[config.mk]
export PLATFORM = sky130hd
export DESIGN_NAME = writeback_unit_flat
export DESIGN_NICKNAME = d
export VERILOG_FILES = /design/src/rtl/writeback_unit_if.sv /design/src/rtl/writeback_unit.sv /design/src/flat_wrapper.sv
export SDC_FILE = /design/constraint.sdc
export NUM_CORES = 1
export LEC_CHECK = 0
export ABC_AREA = 1
export ABC_CLOCK_PERIOD_IN_PS = 2900
export CAP_MARGIN = 20
export CORE_MARGIN = 2
export CORE_UTILIZATION = 51
export CTS_BUF_LIST = sky130_fd_sc_hd__clkbuf_4 sky130_fd_sc_hd__clkbuf_8
export DETAILED_ROUTE_END_ITERATION = 8
export PLACE_DENSITY = 0.82
export SYNTH_ARGS = -nofsm -noshare
export SYNTH_HDL_FRONTEND = slang
export SYNTH_SLANG_ARGS = --single-unit
[constraint.sdc]
create_clock -name clock -period 2.9 [get_ports clock]
set_clock_uncertainty 0.2 [all_clocks]
set_input_delay 0.725 -clock clock [delete_from_list [all_inputs] [get_ports clock]]
set_output_delay 0.725 -clock clock [all_outputs]
set_load 0.03 [all_outputs]
[src/rtl/writeback_unit_if.sv]
// Write-back stage bus: ALU result, load stream, issue/scoreboard and register-bank write port.
// master drives the stage inputs (upstream pipeline); slave is the write-back unit.
interface writeback_unit_if #(parameter int DEPTH = 2);
    localparam int CW = $clog2(DEPTH) + 1;

    logic          aluValid;
    logic [2:0]    aluDest;
    logic [15:0]   aluData;
    logic          aluStall;
    logic          ldValid;
    logic          ldReady;
    logic [2:0]    ldDest;
    logic [15:0]   ldData;
    logic          issueValid;
    logic [2:0]    issueDest;
    logic [7:0]    pending;
    logic [CW-1:0] fifoCount;
    logic          regWrite;
    logic [2:0]    reg3;
    logic [15:0]   dataToWrite;

    modport master (
        output aluValid, aluDest, aluData, ldValid, ldDest, ldData, issueValid, issueDest,
        input  aluStall, ldReady, pending, fifoCount, regWrite, reg3, dataToWrite
    );

    modport slave (
        input  aluValid, aluDest, aluData, ldValid, ldDest, ldData, issueValid, issueDest,
        output aluStall, ldReady, pending, fifoCount, regWrite, reg3, dataToWrite
    );
endinterface

[src/rtl/writeback_unit.sv]
// Owns the register-bank write port: arbitrates ALU results and FIFO-buffered loads, 1 cycle to regWrite.
// Loads backpressure via ldReady (count-only); ALU is held by a one-cycle aluStall after STARVE_LIMIT wins.
module writeback_unit #(
    parameter int DEPTH        = 2,
    parameter int STARVE_LIMIT = 4
) (
    input  logic             clock,
    input  logic             resetN,
    writeback_unit_if.slave  bus
);
    localparam int AW = $clog2(DEPTH);
    localparam int CW = AW + 1;
    localparam int SW = $clog2(STARVE_LIMIT + 1);

    typedef enum logic [1:0] {SEL_NONE, SEL_ALU, SEL_LD} sel_e;

    logic [15:0]   mem_dat_q [DEPTH];
    logic [2:0]    mem_dest_q [DEPTH];

    logic [AW-1:0] wr_ptr_q, wr_ptr_d;
    logic [AW-1:0] rd_ptr_q, rd_ptr_d;
    logic [CW-1:0] count_q, count_d;
    logic [SW-1:0] starve_q, starve_d;
    logic          stall_q, stall_d;
    logic [7:0]    pending_q, pending_d;
    logic          regwrite_q, regwrite_d;
    logic [2:0]    reg3_q, reg3_d;
    logic [15:0]   wdat_q, wdat_d;

    sel_e          sel;
    logic          ld_ready;
    logic          push;
    logic          pop;
    logic          fifo_nempty;

    always_comb begin
        ld_ready    = (count_q < CW'(DEPTH));
        fifo_nempty = (count_q != '0);
        push        = bus.ldValid && ld_ready;

        // A pending stall slot always goes to the load, whatever the ALU offers.
        if (stall_q && fifo_nempty)  sel = SEL_LD;
        else if (bus.aluValid)       sel = SEL_ALU;
        else if (fifo_nempty)        sel = SEL_LD;
        else                         sel = SEL_NONE;
        pop = (sel == SEL_LD);

        wr_ptr_d = wr_ptr_q + AW'(push);
        rd_ptr_d = rd_ptr_q + AW'(pop);
        count_d  = count_q;
        if (push && !pop)      count_d = count_q + CW'(1);
        else if (!push && pop) count_d = count_q - CW'(1);

        regwrite_d = (sel != SEL_NONE);
        reg3_d     = reg3_q;
        wdat_d     = wdat_q;
        if (sel == SEL_ALU) begin
            reg3_d = bus.aluDest;
            wdat_d = bus.aluData;
        end else if (sel == SEL_LD) begin
            reg3_d = mem_dest_q[rd_ptr_q];
            wdat_d = mem_dat_q[rd_ptr_q];
        end

        starve_d = starve_q;
        stall_d  = 1'b0;
        if (pop || !fifo_nempty) begin
            starve_d = '0;
        end else if (sel == SEL_ALU) begin
            if (starve_q == SW'(STARVE_LIMIT - 1)) begin
                starve_d = '0;
                stall_d  = 1'b1;
            end else begin
                starve_d = starve_q + SW'(1);
            end
        end

        // Set is applied after clear so a same-cycle reissue keeps the bit pending.
        pending_d = pending_q;
        if (sel != SEL_NONE) pending_d[reg3_d] = 1'b0;
        if (bus.issueValid)  pending_d[bus.issueDest] = 1'b1;
    end

    always_ff @(posedge clock or negedge resetN) begin
        if (!resetN) begin
            wr_ptr_q   <= '0;
            rd_ptr_q   <= '0;
            count_q    <= '0;
            starve_q   <= '0;
            stall_q    <= 1'b0;
            pending_q  <= '0;
            regwrite_q <= 1'b0;
            reg3_q     <= '0;
            wdat_q     <= '0;
        end else begin
            wr_ptr_q   <= wr_ptr_d;
            rd_ptr_q   <= rd_ptr_d;
            count_q    <= count_d;
            starve_q   <= starve_d;
            stall_q    <= stall_d;
            pending_q  <= pending_d;
            regwrite_q <= regwrite_d;
            reg3_q     <= reg3_d;
            wdat_q     <= wdat_d;
        end
    end

    always_ff @(posedge clock) begin
        if (push) begin
            mem_dat_q[wr_ptr_q]  <= bus.ldData;
            mem_dest_q[wr_ptr_q] <= bus.ldDest;
        end
    end

    assign bus.aluStall    = stall_q;
    assign bus.ldReady     = ld_ready;
    assign bus.pending     = pending_q;
    assign bus.fifoCount   = count_q;
    assign bus.regWrite    = regwrite_q;
    assign bus.reg3        = reg3_q;
    assign bus.dataToWrite = wdat_q;
endmodule

[src/flat_wrapper.sv]
// flat-port wrapper written by rule: the top's interface ports become plain ports
module writeback_unit_flat 
#(
    parameter int DEPTH        = 2,
    parameter int STARVE_LIMIT = 4
)
  (clock, resetN, bus_aluValid, bus_aluDest, bus_aluData, bus_ldValid, bus_ldDest, bus_ldData, bus_issueValid, bus_issueDest, bus_aluStall, bus_ldReady, bus_pending, bus_fifoCount, bus_regWrite, bus_reg3, bus_dataToWrite);
  writeback_unit_if #(.DEPTH(DEPTH)) bus_i ();
  input  logic clock;
  input  logic resetN;
  input wire logic [$bits(bus_i.aluValid)-1:0] bus_aluValid;
  input wire logic [$bits(bus_i.aluDest)-1:0] bus_aluDest;
  input wire logic [$bits(bus_i.aluData)-1:0] bus_aluData;
  input wire logic [$bits(bus_i.ldValid)-1:0] bus_ldValid;
  input wire logic [$bits(bus_i.ldDest)-1:0] bus_ldDest;
  input wire logic [$bits(bus_i.ldData)-1:0] bus_ldData;
  input wire logic [$bits(bus_i.issueValid)-1:0] bus_issueValid;
  input wire logic [$bits(bus_i.issueDest)-1:0] bus_issueDest;
  output wire logic [$bits(bus_i.aluStall)-1:0] bus_aluStall;
  output wire logic [$bits(bus_i.ldReady)-1:0] bus_ldReady;
  output wire logic [$bits(bus_i.pending)-1:0] bus_pending;
  output wire logic [$bits(bus_i.fifoCount)-1:0] bus_fifoCount;
  output wire logic [$bits(bus_i.regWrite)-1:0] bus_regWrite;
  output wire logic [$bits(bus_i.reg3)-1:0] bus_reg3;
  output wire logic [$bits(bus_i.dataToWrite)-1:0] bus_dataToWrite;
  assign bus_i.aluValid = bus_aluValid;
  assign bus_i.aluDest = bus_aluDest;
  assign bus_i.aluData = bus_aluData;
  assign bus_i.ldValid = bus_ldValid;
  assign bus_i.ldDest = bus_ldDest;
  assign bus_i.ldData = bus_ldData;
  assign bus_i.issueValid = bus_issueValid;
  assign bus_i.issueDest = bus_issueDest;
  assign bus_aluStall = bus_i.aluStall;
  assign bus_ldReady = bus_i.ldReady;
  assign bus_pending = bus_i.pending;
  assign bus_fifoCount = bus_i.fifoCount;
  assign bus_regWrite = bus_i.regWrite;
  assign bus_reg3 = bus_i.reg3;
  assign bus_dataToWrite = bus_i.dataToWrite;
  writeback_unit #(.DEPTH(DEPTH), .STARVE_LIMIT(STARVE_LIMIT)) u_core (.clock(clock), .resetN(resetN), .bus(bus_i));
endmodule
==> impl_metrics.tcl, run 1 <==
set metrics [dict create \
    wirelength_microns 6644 \
    min_path_type "in -> async" \
    die_w_microns 82.29 \
    postCtsSetupBuffers 0 \
    routed.top_layer "met4" \
    grt_start_max_net_pins 37 \
    fill_cells 416 \
    synth_top_area_share_pct 36.51 \
    cap_violations 0 \
    hold_violations 0 \
    p_switching_mw 1.772 \
    clk_path_buf_depth 2 \
    fin_crit_ps 2607 \
    yosysTopAreaCell "edfxtp_1" \
    drive_above_1_share_pct 9.326 \
    antenna_found_initial 0 \
    wl_met2_microns 3405 \
    p_leak_nw 1.811 \
    h-tree-depth 3 \
    synth_top_family_by_area "simple AND/OR/NAND/NOR gates" \
    arrival_ps 2630 \
    relSlewSlack_pct 45.48 \
    placed_cells 445 \
    comb_power_share_pct 44.1 \
    peakVddDrop_v 0.0005751 \
    dr.pass1.iters 4 \
    areaGrowthSynthToFinish_pct 34.95 \
    syn_inst 296 \
    avgSynthCellArea_sq_um 10.56 \
    critPathMaxFanout 7 \
    m1WireLength_microns 2718 \
    swShare_pct 39.59 \
    drt_iter0_markers 180 \
    required_ps 2930 \
    gp_congestion 0.8035 \
    synth-compound-area-share_pct 7.126 \
    synthAdderAreaFrac_pct 2.802 \
    yosysSeqAreaShare_pct 65.33 \
    startpoint_type "input pin" \
    fin_nets 434 \
    vias 2377 \
    finalMaxSlewViolations 0 \
    p_per_area_mw_per_mm2 1061 \
    synth-simple-area-share_pct 18.61 \
    finalNonFillerCells 461 \
    multi_input_area_sq_um 927.1 \
    wl_per_cell_microns 14.41 \
    critical_path_class "in -> reg" \
    ys_types 28 \
    status "completed" \
    pwr-share-clk_pct 19.8 \
    final_common_cell "nand2_1" \
    clock_sinks 74 \
    max_freq_mhz 383.6 \
    intPower_mw 2.703 \
    clockRootBuffer "clkbuf_8" \
    final-setup-viol-count 0 \
    initial_utilization_pct 52.79 \
    muxShareOfSynthArea_pct 0 \
    ant_nets 0 \
    utilization_pct 71.24 \
    row_count 28 \
    fin_crit_sh_pct 89.89 \
    dp_hpwl_microns 4686 \
    grt_pass1_wl_microns 10440 \
    yosys_register_bits 74 \
    ios 78 \
    p_seq_share_pct 36.0 \
    synthesis.area_sq_mm 0.003125 \
    numPortBuffers 77 \
    most-common-layout-cells "nand2_1 (87), clkdlybuf4s50_1 (76), edfxtp_1 (38)" \
    path_clk_slew_ps 80 \
    regArea_sq_mm 0.002042 \
    grt_setup_unrepaired "false" \
    die-height_microns 82.29 \
    synth_nets 349 \
    grt_pass1_vias 2317 \
    routed_via_density 5.156 \
    routed-wl-met3_microns 386 \
    hold_buffers 0 \
    cts_resized 0 \
    synth_xor_area_share_pct 1.121 \
    cts_tree "yes" \
    dieArea_sq_mm 0.006771 \
    drc 0 \
    tightest_slew_ps 817.8 \
    track_usage_pct 21.05 \
    yosysWarnings 0 \
    grt-ovfl-total 0 \
    cp-end-kind "flip-flop" \
    clock_latency_ps 340 \
    cts_buffers 9 \
    synth_area_leaders "edfxtp_1 (37%), dfrtp_1 (29%), nand2_1 (10%), o21ai_0 (4.8%), nand3_1 (3.0%)" \
    coreArea_sq_mm 0.005921 \
    antenna_cells 0 \
]
## power by group through the flow
stage | Combinational [mW] | Sequential [mW] | Clock, mW
after detailed placement | 1.98 | 1.63 | 0
after global placement | 1.92 | 1.62 | 0
final | 1.97 | 1.61 | 0.887
after floorplan | 0.821 | 2.03 | 0
after CTS | 2.00 | 1.61 | 0.896
after global routing | 2.16 | 1.65 | 0.943
## synthesized netlist by cell type
cell type and n:
buf_1 1, xnor2_1 2, dfrtp_1 36, buf_4 2, o21ai_1 2, nor3_1 2
buf_2 2, buf_6 2, clkbuf_1 5, nor2_2 3, nand2_2 3, inv_1 20
a31oi_1 1, a21oi_4 1, edfxtp_1 38, nor2_1 7, ha_1 7, nand4_1 8
inv_2 3, xor2_1 2, nand3_1 19, o21ai_0 30, a21oi_1 8, nand2_1 87
nand2_4 1, and3_1 1, or2_1 1, or2_0 2
## routing by layer
metal	up-vias	track usage, %
li1	1162	-
met2	74	34.60
met1	1129	26.53
met3	12	5.109
met4	0	9.167
met5	-	0
## state kept, by name (all words and copies together) (netlist names), 2 cells and up
signal and count:
u_core.bus.dataToWrite 16, u_core.bus.fifoCount 2, u_core.bus.pending 8, u_core.bus.reg3 3, u_core.mem_dat_q 32, u_core.mem_dest_q 6
u_core.starve_q 3
## path summary, 6_finish.rpt
path | start | to | slack, ps | depth (start not counted)
min reg2reg | u_core.starve_q[2] | u_core.bus.aluStall | 270 | 1
min in group clock | u_core.starve_q[2] | u_core.bus.aluStall | 270 | 1
min | resetN | u_core.bus.dataToWrite[8] | 270 | 1
max | bus_aluValid | u_core.bus.pending[2] | 290 | 12
max reg2reg | u_core.bus.fifoCount[0] | u_core.bus.pending[2] | 500 | 12
max in group asynchronous | resetN | u_core.bus.pending[4] | 1710 | 1
## worst max-delay path: stages
cell and delay, ps:
clkdlybuf4s50_1 480, a21oi_1 80, inv_1 80, nand2_1 90
inv_1 70, ha_1 300, inv_2 110, or2_1 280
a21oi_4 200, nand2_1 90, nand2_1 70, nand2_1 50
## stage by stage
step | setup TNS, ps | hold WS (ps) | total power, mW | instance area [sq um] | worst slack, ps
after floorplan | 0 | 229.4 | 2.848 | 3126 | 551.2
after global placement | 0 | 246.8 | 3.543 | 3995 | 49.50
after detailed placement | -64.78 | 252.0 | 3.617 | 3995 | -42.38
after CTS | 0 | 264.0 | 4.509 | 4218 | 300.1
after global routing | 0 | 289.0 | 4.754 | 4218 | 82.13
final | 0 | 267.9 | 4.474 | 4218 | 293.1
## final cells by class
type	instances	share of cell area [%]
clock buffers	9	2.937
clock inverters	7	2.344
inverters	23	2.047
multi-input cells	187	21.98
flip-flops and latches	74	48.41
well taps	75	2.225
repair buffers	86	20.05
## cells by family (layout without fill, tap and decap cells)
family / Yosys count / in the layout
buf+inv: 35 / 125
fa+ha+maj: 7 / 7
flops: 74 / 74
simple gates: 134 / 134
compound gates: 42 / 42
xor+xnor: 4 / 4
(Power assumes the default switching activity.)
==> run 2, diff against run 1 <==
Settings changed: ABC_CLOCK_PERIOD_IN_PS 2900 to 2800.
Clock period 2.9 ns to 2.8 ns, I/O delays scaled along.
==> impl_metrics.tcl, run 2 (synthesis results as in run 1) <==
set metrics [dict create \
    status "completed" \
    critPathMaxFanout 5 \
    regArea_sq_mm 0.002042 \
    coreArea_sq_mm 0.005921 \
    grt_pass1_vias 2322 \
    final_common_cell "nand2_1" \
    clockRootBuffer "clkbuf_8" \
    slowest_delay_ps 450 \
    reg2reg_from "u_core.bus.fifoCount[0]" \
    clk_path_buf_depth 2 \
    cap_violations 0 \
    rr_worst_depth 12 \
    m1WireLength_microns 2838 \
    row_count 28 \
    total_power_mw 4.665 \
    vias 2376 \
    die_w_microns 82.29 \
    p_per_area_mw_per_mm2 1101 \
    drive_above_1_share_pct 9.794 \
    cts_tree "yes" \
    startpoint_type "input pin" \
    cp_common_cell "nand2_1" \
    crit_chain "clkdlybuf4s50_1 > a21oi_1 > inv_1 > nand2_1 > inv_1 > ha_1 > inv_2 > or2_1 > nand3_1 > inv_1 > nand2_1 > nand2_1 > nand2_1" \
    clock_latency_ps 340 \
    routed_via_density 5.132 \
    numPortBuffers 77 \
    ios 78 \
    grt_setup_unrepaired "false" \
    postCtsSetupBuffers 0 \
    setup_tns_ps 0 \
    gp_congestion 0.7748 \
    grt-ovfl-total 0 \
    cts_resized 0 \
    arrival_ps 2580 \
    wl_met2_microns 3555 \
    peakVddDrop_v 0.0006052 \
    rrSetupSlack_ps 510 \
    finalMaxSlewViolations 0 \
    largest_register_ffs 32 \
    wl_per_cell_microns 14.80 \
    dpl_cell_area_sq_mm 0.004010 \
    drc 0 \
    drt_iter0_markers 158 \
    antenna_found_initial 0 \
    grt_start_max_net_pins 37 \
    hold_buffers 0 \
    hold_violations 0 \
    r2r_end "u_core.bus.pending[4]" \
    regMostFlops "u_core.mem_dat_q" \
    dp_hpwl_microns 4780 \
    fin_crit_sh_pct 90.85 \
    routed.top_layer "met4" \
    relSlewSlack_pct 45.23 \
    cts_buffers 9 \
    grt_pass1_wl_microns 10880 \
    h-tree-depth 3 \
    clock_sinks 74 \
    final-setup-viol-count 0 \
    track_usage_pct 22.14 \
    dieArea_sq_mm 0.006771 \
    fin_crit_ps 2544 \
    die-height_microns 82.29 \
    slowest_stage "clkdlybuf4s50_1" \
    max_freq_mhz 393.1 \
    cp-end-kind "flip-flop" \
    tightest_slew_ps 821.5 \
    ant_nets 0 \
    multi_input_area_sq_um 927.1 \
    fill_cells 430 \
    min_path_type "in -> async" \
    path_clk_slew_ps 80 \
    antenna_cells 0 \
    critPathCapture "u_core.bus.pending[5]" \
    p_leak_nw 1.819 \
    routed-wl-met3_microns 313 \
    crit_start "bus_aluValid" \
    wirelength_microns 6854 \
    dr.pass1.iters 4 \
    areaGrowthSynthToFinish_pct 35.55 \
    initial_utilization_pct 52.79 \
    fin_nets 436 \
    final_area_sq_mm 0.004237 \
    required_ps 2840 \
    most-common-layout-cells "nand2_1 (87), clkdlybuf4s50_1 (76), edfxtp_1 (38)" \
    critical_path_class "in -> reg" \
]
[run 2: cell types whose count changed in the layout (fill, tap and decap cells not counted), sizes merged]
cell      delta
buf          +2
clkbuf       +1
inv          -2
clkinvlp     +1
[run 2: area by class of cell]
class,instances,share of cell area [%]
Sequential cell,74,48.20
Multi-Input combinational cell,187,21.88
Timing Repair Buffer,88,20.32
Clock buffer,10,3.249
Tap cell,75,2.215
Clock inverter,6,2.097
Inverter,23,2.038
[run 2: metrics by stage]
stage | hold WS (ps) | worst slack (ps) | utilization (%) | cells
2_1_floorplan | 204.4 | 476.2 | - | 296
3_3_place_gp | 256.1 | -8.730 | 67.73 | 447
3_5_place_dp | 259.0 | -60.70 | 67.73 | 447
4_1_cts | 272.1 | 284.4 | 71.56 | 463
5_1_grt | 291.7 | 51.48 | 71.56 | 463
6_report | 247.1 | 256.2 | 71.56 | 463
[run 2: metal layers]
layer	track usage [%]	vias to the layer above
met5	0	-
met4	9.000	0
met1	27.11	1106
met3	5.652	14
met2	37.42	92
li1	-	1164
[run 2: how the worst min path moves through the flow]
stage / to / slack, ps / cells after the start / start
after global placement: u_core.bus.aluStall / 260 / 1 / u_core.starve_q[2]
after global routing: u_core.bus.dataToWrite[8] / 290 / 1 / resetN
after detailed placement: u_core.bus.pending[7] / 260 / 2 / u_core.bus.pending[7]
after floorplan: u_core.bus.aluStall / 200 / 0 / resetN
after CTS: u_core.bus.dataToWrite[15] / 270 / 1 / resetN
final: u_core.bus.dataToWrite[15] / 250 / 1 / resetN
[run 2: report_power, final]
part | internal [mW] | total, mW | switching (mW)
logic | 0.794 | 2.06 | 1.26
registers | 1.50 | 1.67 | 0.170
clock network | 0.528 | 0.932 | 0.404
total | 2.83 | 4.66 | 1.84
[run 2: critical path: cells and delay by family]
kind,cells,cell delay [ps]
AND/OR/NAND/NOR,6,610
AO/OA/AOI/OAI,1,180
buffers and inverters,5,830
adder cells (fa/ha/maj),1,260
